$ cat config.mk
export PLATFORM = sky130hd
export DESIGN_NAME = nibble_seq_adder
export DESIGN_NICKNAME = d
export VERILOG_FILES = /design/src/rtl/nibble_seq_adder_pkg.sv /design/src/rtl/nibble_seq_adder_slice.sv /design/src/rtl/nibble_seq_adder.sv
export SDC_FILE = /design/constraint.sdc
export NUM_CORES = 1
export LEC_CHECK = 0
export ABC_AREA = 1
export BUFFER_PORTS_ARGS = -buffer_cell sky130_fd_sc_hd__buf_4
export CAP_MARGIN = 20
export CELL_PAD_IN_SITES_DETAIL_PLACEMENT = 0
export CELL_PAD_IN_SITES_GLOBAL_PLACEMENT = 1
export CORE_UTILIZATION = 35
export CTS_BUF_LIST = sky130_fd_sc_hd__clkbuf_8
export CTS_CLUSTER_DIAMETER = 60
export DETAILED_ROUTE_END_ITERATION = 16
export PLACE_DENSITY = 0.75
export SYNTH_ARGS = -nofsm -noshare
export SYNTH_HDL_FRONTEND = slang
export SYNTH_SLANG_ARGS = --single-unit
$ cat constraint.sdc
create_clock -name clk -period 2.6 [get_ports clk]
set_input_delay 0.26 -clock clk [delete_from_list [all_inputs] [get_ports clk]]
set_output_delay 0.26 -clock clk [all_outputs]
set_load 0.01 [all_outputs]
$ cat src/rtl/nibble_seq_adder_pkg.sv
// nibble_seq_pkg: shared types and constants for the nibble-serial adder.
//   NIBBLE_W : width of one adder slice
//   state_t  : controller states IDLE / RUN / DONE
package nibble_seq_pkg;

    localparam int NIBBLE_W = 4;

    typedef enum logic [1:0] {
        IDLE = 2'd0,
        RUN  = 2'd1,
        DONE = 2'd2
    } state_t;

endpackage

$ cat src/rtl/nibble_seq_adder_slice.sv
// adder_slice4: 4-bit ripple adder slice.
//   a, b : slice operands
//   cin  : carry into bit 0
//   s    : slice sum
//   c3   : carry into bit 3 (for signed-overflow detection)
//   cout : carry out of bit 3
module adder_slice4
    import nibble_seq_pkg::*;
(
    input  logic [NIBBLE_W-1:0] a,
    input  logic [NIBBLE_W-1:0] b,
    input  logic                cin,
    output logic [NIBBLE_W-1:0] s,
    output logic                c3,
    output logic                cout
);

    // Low three bits together; their carry-out is the carry into the top bit.
    logic [NIBBLE_W-1:0] w_lo;

    assign w_lo = {1'b0, a[NIBBLE_W-2:0]} + {1'b0, b[NIBBLE_W-2:0]} + {{(NIBBLE_W-1){1'b0}}, cin};
    assign c3   = w_lo[NIBBLE_W-1];
    assign s    = {a[NIBBLE_W-1] ^ b[NIBBLE_W-1] ^ c3, w_lo[NIBBLE_W-2:0]};
    assign cout = (a[NIBBLE_W-1] & b[NIBBLE_W-1]) | (c3 & (a[NIBBLE_W-1] ^ b[NIBBLE_W-1]));

endmodule

$ cat src/rtl/nibble_seq_adder.sv
// nibble_seq_adder: adds two W-bit operands one nibble per cycle through a single 4-bit slice.
//   clk, rst_n           : clock (rising edge), asynchronous active-low reset
//   in_valid / in_ready  : operand handshake; operands sampled at the accepting edge
//   a, b, c_in           : operands and carry-in
//   sub                  : subtract request (only when NIBBLE_SEQ_ADDER_SUB_EN is defined)
//   out_valid / out_ready: result handshake; result held until accepted
//   sum, c_out, ovf      : result, unsigned carry (no-borrow when subtracting), signed overflow
// Define NIBBLE_SEQ_ADDER_SUB_EN to add the sub port and a-b support.
module nibble_seq_adder
    import nibble_seq_pkg::*;
#(
    parameter int NIBBLES = 4
) (
    input  logic                       clk,
    input  logic                       rst_n,
    input  logic                       in_valid,
    output logic                       in_ready,
    input  logic [NIBBLE_W*NIBBLES-1:0] a,
    input  logic [NIBBLE_W*NIBBLES-1:0] b,
    input  logic                       c_in,
`ifdef NIBBLE_SEQ_ADDER_SUB_EN
    input  logic                       sub,
`endif
    output logic                       out_valid,
    input  logic                       out_ready,
    output logic [NIBBLE_W*NIBBLES-1:0] sum,
    output logic                       c_out,
    output logic                       ovf
);

    localparam int W  = NIBBLE_W * NIBBLES;
    localparam int IW = $clog2(NIBBLES);

    state_t              r_state;
    logic [W-1:0]        r_a;
    logic [W-1:0]        r_b;
    logic [W-1:0]        r_sum;
    logic [IW-1:0]       r_idx;
    logic                r_carry;
    logic                r_cout;
    logic                r_ovf;

    logic [NIBBLE_W-1:0] w_s;
    logic                w_c3;
    logic                w_cout;
    logic                w_last;

    assign w_last = r_idx == IW'(NIBBLES - 1);

    adder_slice4 u_slice (
        .a    (r_a[NIBBLE_W*r_idx +: NIBBLE_W]),
        .b    (r_b[NIBBLE_W*r_idx +: NIBBLE_W]),
        .cin  (r_carry),
        .s    (w_s),
        .c3   (w_c3),
        .cout (w_cout)
    );

    always_ff @(posedge clk or negedge rst_n) begin
        if (!rst_n) begin
            r_state <= IDLE;
            r_a     <= '0;
            r_b     <= '0;
            r_sum   <= '0;
            r_idx   <= '0;
            r_carry <= 1'b0;
            r_cout  <= 1'b0;
            r_ovf   <= 1'b0;
        end else begin
            case (r_state)
                IDLE: if (in_valid) begin
                    r_a     <= a;
`ifdef NIBBLE_SEQ_ADDER_SUB_EN
                    // a - b computed as a + ~b + 1
                    r_b     <= sub ? ~b : b;
                    r_carry <= sub | c_in;
`else
                    r_b     <= b;
                    r_carry <= c_in;
`endif
                    r_idx   <= '0;
                    r_state <= RUN;
                end
                RUN: begin
                    r_sum[NIBBLE_W*r_idx +: NIBBLE_W] <= w_s;
                    r_carry <= w_cout;
                    r_idx   <= r_idx + 1'b1;
                    if (w_last) begin
                        r_cout  <= w_cout;
                        r_ovf   <= w_cout ^ w_c3;
                        r_state <= DONE;
                    end
                end
                DONE: if (out_ready) r_state <= IDLE;
                default: r_state <= IDLE;
            endcase
        end
    end

    assign in_ready  = r_state == IDLE;
    assign out_valid = r_state == DONE;
    assign sum       = r_sum;
    assign c_out     = r_cout;
    assign ovf       = r_ovf;

endmodule

Word-level counts from Yosys, hierarchy flattened
Cells that the tools add are included.

word-level totals
  register bits = 55
  input port bits = 37
  output and inout bits = 20
  logic and storage cells = 43

cells by class
  add/subtract/negate cells = 4
  equality and inequality tests = 6
  shift operators = 4
  muxes and demuxes = 9
  bitwise gates (word level) = 6
  reduce and logical (&&, ||, !) cells = 6

operator list
  operator                   count
  $neg A4 Y34                1
  $shift A4 B34 Y16 const A  1
  $shiftx A4 B34 Y16         1
  $shiftx A16 B5 Y4          2
  $bwmux W16                 1
  $mux W2                    4
  $pmux W2 S3                1
  $reduce_and A2 Y1          3
  $add A3 B3 Y4              1
  $add A4 B1 Y4              1
  $eq A2 B2 Y1 const B       2
  $ne A2 B2 Y1 const B       2
  $pmux W2 S2                1
  $reduce_and A3 Y1          1
  $xor A1 B1 Y1              3
  $add A2 B1 Y2 const B      1
  $and A1 B1 Y1              2
  $eq A2 B1 Y1 const B       1
  $logic_not A2 Y1           1
  $ne A2 B1 Y1 const B       1
  $pmux W1 S2                1
  $reduce_bool A2 Y1         1
  $mux W1                    1
  $or A1 B1 Y1               1

Longest topological paths before layout
  depth after elaboration = 6
  gate-level depth with buffers = 13
  depth with buffers taken out = 12

Cells and area by module
From an unflattened synthesis, not the netlist that was laid out.

unflattened totals
  cell total of the unflattened synthesis = 343
  area, all modules = 2844.0 µm²

modules (own cells, without submodules)
  module            times used  cells an instance  area an instance (µm²)  sequential area each (µm²)
  nibble_seq_adder  1           326                2706.3                  1376.3
  adder_slice4      1           17                 137.6                   0.0

Worst setup path before layout
No wires, ideal clock.

  kind = flip-flop to flip-flop
  start = register r_idx[1]
  end = register r_sum[7] (netlist: sum[7])
  setup time = 0.083 ns
  arrival time = 2.351 ns
  required time = 2.517 ns
  slack = 0.167 ns
  cell stages (with the launch flop) = 13
  cell sequence = dfrtp_1 buf_2 clkinv_1 o21ai_0 o22ai_1 fa_1 nand2_1 a21oi_1 fa_1 inv_1 nor2_1 nand2_1 o21ai_0

on the way
  cells in the longest elaborated chain, start to end = 6

ends and longest elaborated chain
  item                                         RTL line                                        text
  start, declared                              nibble_seq_adder.sv:38                          logic [IW-1:0] r_idx;
  start signal, assigned                       nibble_seq_adder.sv:87                          r_idx <= r_idx + 1'b1;
  $shiftx A16 B5 Y4, on equally long branches  nibble_seq_adder.sv:51, nibble_seq_adder.sv:52
  $add A3 B3 Y4                                nibble_seq_adder_slice.sv:21                    assign w_lo = {1'b0, a[NIBBLE_W-2:0]} + {1'b0, b[NIBBLE_W-2:0]} + {{(NIBBLE_W-1){1'b0}}, cin};
  $add A4 B1 Y4                                nibble_seq_adder_slice.sv:21
  $xor A1 B1 Y1                                nibble_seq_adder_slice.sv:23                    assign s = {a[NIBBLE_W-1] ^ b[NIBBLE_W-1] ^ c3, w_lo[NIBBLE_W-2:0]};
  $shiftx A4 B34 Y16                           nibble_seq_adder.sv:85                          r_sum[NIBBLE_W*r_idx +: NIBBLE_W] <= w_s;
  $bwmux W16 (*)                               nibble_seq_adder.sv:85
  end signal, assigned by index                nibble_seq_adder.sv:85
  end, declared                                nibble_seq_adder.sv:37                          logic [W-1:0] r_sum;

Every way passes the cells marked *; elsewhere a longest branch is shown, timed or not.
A chain may end at the register's enable or synchronous reset.

Final worst setup path
  start = register r_idx[0]
  end = register r_sum[7] (netlist: sum[7])

The elaborated chain is that of the path after synthesis.

==> summary.txt <==
DRT Pass-1 Iters: 4
Mapped Cells: 327
library cells used by synthesis: 22
largest net degree at the start of global routing: 56
Slew Viols, Final: 0
CP Max Fanout: 13
cell with the most instances after synthesis: nand2_1
setup total negative slack: 0 ns
Adder-Cell Fraction of Synth Area: 5.96%
largest family of logic cells by synthesized area: simple AND/OR/NAND/NOR gates
Switch Pwr: 0.00190 W
leakage: 1.77 nW
Synth Area in XOR/XNOR: 0%
core region area: 7330 um^2
Synth Flop Type: dfrtp_1
P per Cell Area: 1290 nW/um^2
Period minus WS final: 2.46 ns
initial antenna violation count: 0
vias per cell: 4.49
nets@finish: 432
Slew @ Worst Pin: 0.674 ns
syn_area_per_cell: 8.22 um^2
CTS tree: built
Crit path largest cell delay: 0.52 ns
top cell type by total area after synthesis: dfrtp_1
Cell Rows: 31
Max Cap Viol: 0
area share of and/or/nand/nor cells after synthesis: 27.7%
Final Worst Setup Slack: 0.143 ns
gpl congestion: 0.814
Die Span X: 89.6 um
Post-Place Setup Slack: 0.0891 ns
compound-gate portion of the synthesized area: 8.10%
Setup Skew: 0.00676 ns
metal2 WL: 2.65 mm
hold crit path type: primary input to asynchronous set/reset pin
WP data arrival: 2.69 ns
CP Cell Sequence: buf_4 > o21ai_0 > o22ai_1 > fa_1 > nand2_1 > a21oi_1 > fa_1 > inv_1 > nor2_1 > nand2_1 > o21ai_1
number of diodes: 0
number of synthesized flops with an enable pin: 0
Skew-Pair Late Insertion Delay: 0.31 ns
status: finished with violations
# setup viols final: 0
vias after detailed routing: 2173
final hold violations: 29
PortBufs: 56
DRT iter0 DRCs: 100
Setup crit start kind: flop
Async S/R FF share, synth: 100%
share of cells above drive strength 1: 20.8%
RSZ-0062 raised after global routing: false
wire per inst: 11.9 um
fill count: 780
yosys warns: 0
CP Class: flop to flop
failing checks: hold timing
fmax: 407 MHz
H-tree depth: 2
Max-Slew Margin vs Limit: 55.0%
Comb pwr share: 53.2%
Final period util: 94.5%
FF+latch count, synth: 55
leading cell types by total area after synthesis: dfrtp_1 (51%), nand2_1 (21%), o21ai_0 (4.7%)
Antenna Nets Post-Route: 0
Max Root-Sink Buffers: 2
WL met3: 208 um
DRC errors left: 0
CTS buffer count: 5
WHS: -0.00991 ns
total track usage: 15.8%
starting density of the core: 36.7%
Synth top area share: 51.2%
Syn Nets: 375
Synth top cells by count: nand2_1 (149), dfrtp_1 (55), o21ai_0 (25)
chip height: 89.6 um
first-pass GRT wire length: 9.73 mm
number of global-route vias before repair: 2147
Internal: 0.00236 W
switch share: 44.6%
Worst Setup End Kind: flop
final WL: 5.76 mm
Root Buffer Master: clkbuf_8
post-synthesis mux area share: 0%
Cell Area, Synth: 2690 um^2
grt ovf: 0
wl on met1: 2.84 mm
Top Layer Used: met4
CP max-delay cell: fa_1
CTS clk-pin slew, worst paths: 0.10 ns
Clk pwr share: 12.2%
die area: 8030 um^2
Crit path required time: 2.84 ns
Layout Area Growth over Synthesis: 22.3%
CTS sink cnt: 55
peak supply drop: 0.399 mV
final total power: 0.00425 W
Seq/Total Area, Yosys: 51.2%
placed wire-length estimate: 4.27 mm
sequential fraction of design power: 34.6%
# IOs: 57
-- cells by family after synthesis --
group,count (synthesis)
compound gates,39
fa+ha+maj,11
buf+inv,36
flops,55
simple gates,186
-- stage by stage --
step           hold slack (ns)  area [um^2]  instances  util [%]
6_report              -0.00991         3290        484      44.8
4_1_cts                 0.0184         3280        484      44.8
3_5_place_dp             0.356         3180        476      43.4
5_1_grt                 0.0476         3290        484      44.8
3_3_place_gp             0.351         3180        476      43.4
2_1_floorplan          -0.0356         2690        327         -
-- sequential cells by signal, indices dropped and copies added, names as in the netlist --
signal / count
ovf: 1
r_idx: 2
r_a: 16
r_carry: 1
r_state: 2
r_b: 16
sum: 16
c_out: 1
-- path summary, 6_finish.rpt --
kind                       startpoint         end  slack (ns)  cells after the start
setup / recovery             r_idx[0]      sum[7]        0.14                     11
hold / removal                  rst_n      r_a[9]       -0.01                      1
setup reg to reg             r_idx[0]      sum[7]        0.14                     11
hold reg to reg               sum[11]     sum[11]        0.49                      2
max in group asynchronous       rst_n    r_idx[0]        2.17                      1
min in group clk            out_ready  r_state[1]        0.13                      2
-- timing repair --
action / in CTS / in global routing
buffers inserted: 0 / 0
hold buffers: 0 / 0
endpoints found under the setup margin: 0 / 3
gates resized for setup: 0 / 4
-- cell type report --
cell class                      instances  area [um^2]  area share (%)
Clock buffer                            7         96.3            2.93
Sequential cell                        55         1380            41.9
Timing Repair Buffer                   62          469            14.3
Clock inverter                          1         7.51           0.228
Multi-Input combinational cell        236         1120            34.1
Inverter                               24         92.6            2.82
Tap cell                               99          124            3.77
-- cell usage in the layout (no fill, tap or decap) --
master and count:
a21oi_1 1, nand2_4 1, nand3_2 1, fa_1 3
o21ai_0 22, o31ai_1 1, clkbuf_8 7, inv_1 21
buf_4 61, clkinvlp_4 1, dfrtp_1 55, nor2_4 2
clkinv_1 1, nand2_1 149, nand2_2 4, o22ai_1 6
ha_1 8, o21ai_1 4, nor2_1 24, buf_6 1
inv_4 1, o211ai_1 5, inv_2 1, nand3_1 5
-- power groups by stage --
| stage | Combinational (W) | Sequential, W | Clock [W] |
|---|---|---|---|
| floorplan | 0.00160 | 0.00146 | 0 |
| global placement | 0.00223 | 0.00149 | 0 |
| detailed placement | 0.00227 | 0.00149 | 0 |
| CTS | 0.00228 | 0.00147 | 0.000534 |
| global route | 0.00260 | 0.00152 | 0.000568 |
| finish | 0.00226 | 0.00147 | 0.000519 |
-- per-layer routing --
metal	vias to the layer above	global-route usage (%)
met3	9	3.29
met1	990	21.7
met4	0	4.04
met2	46	25.7
met5	-	0
li1	1128	-
-- worst max-delay path: cells and delay by family (launching register included) --
kind                       cells  cell delay, ns
adders and majority gates      2            0.93
AOI/OAI and AO/OA              4            0.52
DFF                            1            0.41
and+or+nand+nor                3            0.30
buffers and inverters          2            0.23
No activity file was read; power rests on OpenSTA's default activity.
